$ cat src/rtl/spi_miso_rx_buffer.sv
// spi_miso_rx_buffer: deserializes MISO into WIDTH-bit bytes packed into an N-byte frame word.
// Define MISO_LSB_FIRST_EN to receive bytes LSB-first; MSB-first otherwise.
module spi_miso_rx_buffer #(
   parameter int WIDTH = 8,
   parameter int N     = 8
) (
   input  logic               i_SCK,
   input  logic               i_RST,
   input  logic               i_MISO,
   input  logic               i_START,
   input  logic [4:0]         i_N_receive,
   output logic [WIDTH*N-1:0] o_DATA,
   output logic               o_VALID,
   output logic [WIDTH-1:0]   o_BYTE,
   output logic               o_BYTE_VALID,
   output logic [4:0]         o_BYTE_IDX,
   output logic               o_BUSY
);
   localparam int BW = (WIDTH > 1) ? $clog2(WIDTH) : 1;
   typedef enum logic {IDLE, RECV} state_t;
   state_t state, state_nxt;
   logic [WIDTH-1:0] shift, asm_byte;
   logic [BW-1:0] bit_cnt;
   logic [4:0] byte_cnt;
   logic [5:0] count, count_in;
   logic [WIDTH*N-1:0] frame, frame_w;
   logic byte_done, frame_done;
   always_comb begin
      count_in = (i_N_receive == 5'd0 || {1'b0, i_N_receive} > 6'(N)) ? 6'(N) : {1'b0, i_N_receive};
`ifdef MISO_LSB_FIRST_EN
      asm_byte = {i_MISO, shift[WIDTH-1:1]};
`else
      asm_byte = {shift[WIDTH-2:0], i_MISO};
`endif
      byte_done = state == RECV && bit_cnt == BW'(WIDTH-1);
      frame_done = byte_done && {1'b0, byte_cnt} == count - 6'd1;
      frame_w = frame;
      for (int k = 0; k < N; k++)
         if (byte_cnt == 5'(k)) frame_w[k*WIDTH +: WIDTH] = asm_byte;
      state_nxt = state;
      if (state == IDLE) state_nxt = i_START ? RECV : IDLE;
      else if (frame_done && !i_START) state_nxt = IDLE;
   end
   always_ff @(posedge i_SCK or posedge i_RST) begin
      if (i_RST) begin
         state        <= IDLE;
         shift        <= '0;
         bit_cnt      <= '0;
         byte_cnt     <= '0;
         count        <= '0;
         frame        <= '0;
         o_DATA       <= '0;
         o_BYTE       <= '0;
         o_BYTE_IDX   <= '0;
         o_VALID      <= 1'b0;
         o_BYTE_VALID <= 1'b0;
         o_BUSY       <= 1'b0;
      end else begin
         state        <= state_nxt;
         o_VALID      <= 1'b0;
         o_BYTE_VALID <= 1'b0;
         if (state == IDLE) begin
            if (i_START) begin
               count    <= count_in;
               frame    <= '0;
               bit_cnt  <= '0;
               byte_cnt <= '0;
               o_BUSY   <= 1'b1;
            end
         end else begin
            shift   <= asm_byte;
            bit_cnt <= bit_cnt + 1'b1;
            if (byte_done) begin
               frame        <= frame_w;
               o_BYTE       <= asm_byte;
               o_BYTE_IDX   <= byte_cnt;
               o_BYTE_VALID <= 1'b1;
               bit_cnt      <= '0;
               byte_cnt     <= byte_cnt + 5'd1;
               if (frame_done) begin
                  o_DATA  <= frame_w;
                  o_VALID <= 1'b1;
                  // a start on the final edge chains straight into the next frame
                  if (i_START) begin
                     count    <= count_in;
                     frame    <= '0;
                     byte_cnt <= '0;
                  end else o_BUSY <= 1'b0;
               end
            end
         end
      end
   end
endmodule

$ cat config.mk
export PLATFORM = sky130hd
export DESIGN_NAME = spi_miso_rx_buffer
export DESIGN_NICKNAME = d
export VERILOG_FILES = /design/src/rtl/spi_miso_rx_buffer.sv
export SDC_FILE = /design/constraint.sdc
export NUM_CORES = 1
export LEC_CHECK = 0
export CAP_MARGIN = 0
export CORE_UTILIZATION = 40
export DETAILED_ROUTE_END_ITERATION = 8
export SYNTH_ARGS = -nofsm -noshare
export SYNTH_HDL_FRONTEND = slang
export SYNTH_SLANG_ARGS = --single-unit
$ cat constraint.sdc
create_clock -name i_SCK -period 14.6 [get_ports i_SCK]
set_input_delay 2.92 -clock i_SCK [delete_from_list [all_inputs] [get_ports i_SCK]]
set_output_delay 2.92 -clock i_SCK [all_outputs]
set_load 0.01 [all_outputs]
==> results.json <==
{
  "root_buffer": "sky130_fd_sc_hd__clkbuf_16",
  "mostFrequentLayoutCells": "sky130_fd_sc_hd__dfrtp_1 (165), sky130_fd_sc_hd__clkdlybuf4s50_1 (88), sky130_fd_sc_hd__nor2_1 (80)",
  "route.detailed.wl_per_inst_um": 18.38,
  "post_synth_edffs": 0,
  "synth_area_per_cell_um2": 11.49,
  "ff2ff_setup_slack_ns": 10.42,
  "track_usage": 0.1933,
  "cap_viol_max_count": 0,
  "tritoncts.num_buffers": 17,
  "design.die.area_um2": 18840,
  "pwr-share-clk": 0.272,
  "timing.final.crit_period_ns": 5.758,
  "area_growth_syn_to_layout_pct": 21.15,
  "n_fill_cell": 1587,
  "setup-tns-final_ns": 0,
  "post-synth-top-area-cell": "sky130_fd_sc_hd__dfrtp_1",
  "max_slew.worst_pin.slew_ns": 1.064,
  "ys_seq_area_frac": 0.5643,
  "synth-async-reset-ratio": 1.000,
  "cts-htree-levels": 4,
  "io_pins": 89,
  "power.share.switching": 0.3187,
  "drt-met1-wl_um": 7899,
  "synth.cell_area_um2": 7317,
  "count_of_warnings_emitted_by_yosys": 0,
  "net-switching-power_mw": 0.5601,
  "final_nets": 704,
  "initial_core_util": 0.4073,
  "grt_setup_unrepaired": "no",
  "cts_repair_resize_count": 0,
  "seq_power_share": 0.400,
  "post_synth_num_cell_types": 38,
  "cell_internal_pwr_mw": 1.197,
  "finalPower_mw": 1.757,
  "dominantRegCellSynth": "sky130_fd_sc_hd__dfrtp_1",
  "grt_antenna_before_repair": 0,
  "i_o_buffers": 88,
  "final.setup_skew_ns": 0.02644,
  "mostFrequentLayoutCell": "sky130_fd_sc_hd__dfrtp_1",
  "cts_setup_buffers": 0,
  "wl_um": 17080,
  "setup_violation_total_in_the_final_timing_report": 0,
  "global_placer_s_final_weighted_congestion": 0.8436,
  "period_share": 0.3944,
  "worst_setup_hold_path_clk_slew_ns": 0.06,
  "cp.required_ns": 14.91,
  "critical_path.startpoint_type": "primary input",
  "clk-insertion-delay-late_ns": 0.44,
  "top_layer_used": "met4",
  "crit_fanout": 14,
  "data_arrival_time_of_the_critical_path_ns": 6.06,
  "drive_above_1_share": 0.09000,
  "grt_first_pass_wirelength_um": 27430,
  "path_class": "in -> reg",
  "route.detailed.drc": 0,
  "num_rows": 49,
  "detailedPlacementHpwl_um": 10830,
  "cts_tree": "done",
  "report.final.hold_viol_count": 0,
  "crit_path_end_kind": "flip-flop",
  "layout.core_utilization": 0.4935,
  "antenna_fix_cells": 0,
  "drt-pass1-iter-count": 4,
  "power-per-cell-area_nw_per_um2": 198.3,
  "min_path_type": "reg -> reg",
  "yosys_register_bits": 165,
  "grt_pass1_vias": 5155,
  "synth_nets": 654,
  "synth_cells": 637,
  "grt_start_max_net_pins": 94,
  "die_h_um": 137.3,
  "post_drt_via_cell_ratio": 5.545,
  "static-leakage-power_nw": 3.780,
  "hold_buffer_count_at_cts": 0,
  "post_synth_main_area_contributors": "sky130_fd_sc_hd__dfrtp_1 (56%), sky130_fd_sc_hd__mux2i_1 (9.3%), sky130_fd_sc_hd__a32o_1 (6.6%), sky130_fd_sc_hd__a21oi_1 (5.1%), sky130_fd_sc_hd__nor2_1 (4.1%)",
  "antenna_violating_nets_post_route": 0,
  "finalMaxSlewViolations": 0,
  "sum_of_overflow_across_all_layers_after_global_routing": 0,
  "clock_path_buffers": 2,
  "cts.sinks": 165,
  "combinationalPowerShare": 0.328,
  "die_width_um": 137.3,
  "status": "finished, final reports clean",
  "synth_top_area_frac": 0.5643,
  "core_footprint_um2": 17960,
  "dr_total_vias": 5151,
  "timing.slew.headroom": 0.2909,
  "drt_iter0_drc": 375,
  "met3WireLength_um": 687,
  "achievable-frequency_ghz": 0.1737,
  "vdd.ir_drop.worst_mv": 0.1033,
  "detailroute.wirelength.met2_um": 8141
}
==> metal layers <==
layer | global-route usage | up-vias
li1 | - | 2400
met1 | 0.2601 | 2604
met2 | 0.3019 | 121
met3 | 0.04157 | 26
met4 | 0.08120 | 0
met5 | 0 | -
==> registers in the layout, summed over array words and instances, names as in the netlist <==
register / flops
bit_cnt: 3
byte_cnt: 5
count: 5
frame: 64
o_BUSY: 1
o_BYTE: 8
o_BYTE_IDX: 5
o_BYTE_VALID: 1
o_DATA: 64
o_VALID: 1
shift: 7
state: 1
==> cell usage after synthesis (3+ instances only) <==
library cell and n:
sky130_fd_sc_hd__a32o_1 48, sky130_fd_sc_hd__nor2b_1 4, sky130_fd_sc_hd__o21ai_0 5, sky130_fd_sc_hd__dfrtp_1 165, sky130_fd_sc_hd__inv_1 11, sky130_fd_sc_hd__ha_1 8
sky130_fd_sc_hd__buf_2 18, sky130_fd_sc_hd__a31oi_1 4, sky130_fd_sc_hd__nor3_1 4, sky130_fd_sc_hd__mux2i_1 68, sky130_fd_sc_hd__a31oi_2 6, sky130_fd_sc_hd__nand2_1 20
sky130_fd_sc_hd__a21oi_1 74, sky130_fd_sc_hd__mux2_2 20, sky130_fd_sc_hd__nand3_1 3, sky130_fd_sc_hd__clkbuf_1 27, sky130_fd_sc_hd__and3_1 3, sky130_fd_sc_hd__nor2_1 80
sky130_fd_sc_hd__nand2b_1 4, sky130_fd_sc_hd__a22o_1 3, sky130_fd_sc_hd__buf_1 9, sky130_fd_sc_hd__o2bb2ai_1 17, sky130_fd_sc_hd__and2_1 12, sky130_fd_sc_hd__xnor2_1 4
sky130_fd_sc_hd__buf_6 4
==> kinds of logic after synthesis <==
family | synth area share
xor+xnor | 0.007182
flops | 0.5643
simple gates | 0.07986
compound gates | 0.1672
fa+ha+maj | 0.01368
buf+inv | 0.04395
mux | 0.1238
==> per-stage QoR <==
stage,setup WS [ns],cell area (um^2),hold slack (ns),std cells
after floorplan,7.218,7317,0.4554,637
after global placement,8.613,8232,0.4720,897
after detailed placement,8.475,8232,0.4737,897
after CTS,8.896,8865,0.4918,929
after global routing,8.648,8865,0.5026,929
final,8.842,8865,0.4899,929
==> power groups by stage <==
| stage | Clock (mW) | Combinational, mW | Sequential, mW |
|---|---|---|---|
| after global routing | 0.508 | 0.635 | 0.723 |
| after floorplan | 0 | 0.331 | 0.708 |
| after CTS | 0.486 | 0.583 | 0.705 |
| after global placement | 0 | 0.566 | 0.706 |
| after detailed placement | 0 | 0.579 | 0.713 |
| final | 0.478 | 0.576 | 0.703 |
==> path summary, 6_finish.rpt <==
| path | endpoint | cells past startpoint | start |
|---|---|---|---|
| setup / recovery | frame[40]$_DFFE_PP0P_ | 6 | i_START |
| hold / removal | frame[34]$_DFFE_PP0P_ | 1 | frame[34]$_DFFE_PP0P_ |
| setup reg to reg | frame[40]$_DFFE_PP0P_ | 6 | state$_DFF_PP0_ |
| min in group asynchronous | o_BYTE_VALID$_DFF_PP0_ | 2 | i_RST |
| hold reg to reg | frame[34]$_DFFE_PP0P_ | 1 | frame[34]$_DFFE_PP0P_ |
| max in group asynchronous | frame[2]$_DFFE_PP0P_ | 3 | i_RST |
==> cell type report <==
class / count / area (um^2) / area share
repair buffers: 91 / 903.4 / 0.1019
inverters: 11 / 46.29 / 0.005222
clock inverters: 13 / 180.2 / 0.02032
clock buffers: 19 / 452.9 / 0.05109
multi-input cells: 401 / 2867 / 0.3234
flip-flops and latches: 165 / 4129 / 0.4658
well taps: 229 / 286.5 / 0.03232
==> worst max-delay path, stage by stage <==
cell and delay (ns):
sky130_fd_sc_hd__clkdlybuf4s50_1 0.85, sky130_fd_sc_hd__inv_1 0.13, sky130_fd_sc_hd__ha_1 0.42, sky130_fd_sc_hd__a21oi_1 0.89, sky130_fd_sc_hd__a31oi_1 0.50, sky130_fd_sc_hd__a32o_1 0.35
Note: power is estimated with default switching activity, not from simulation.
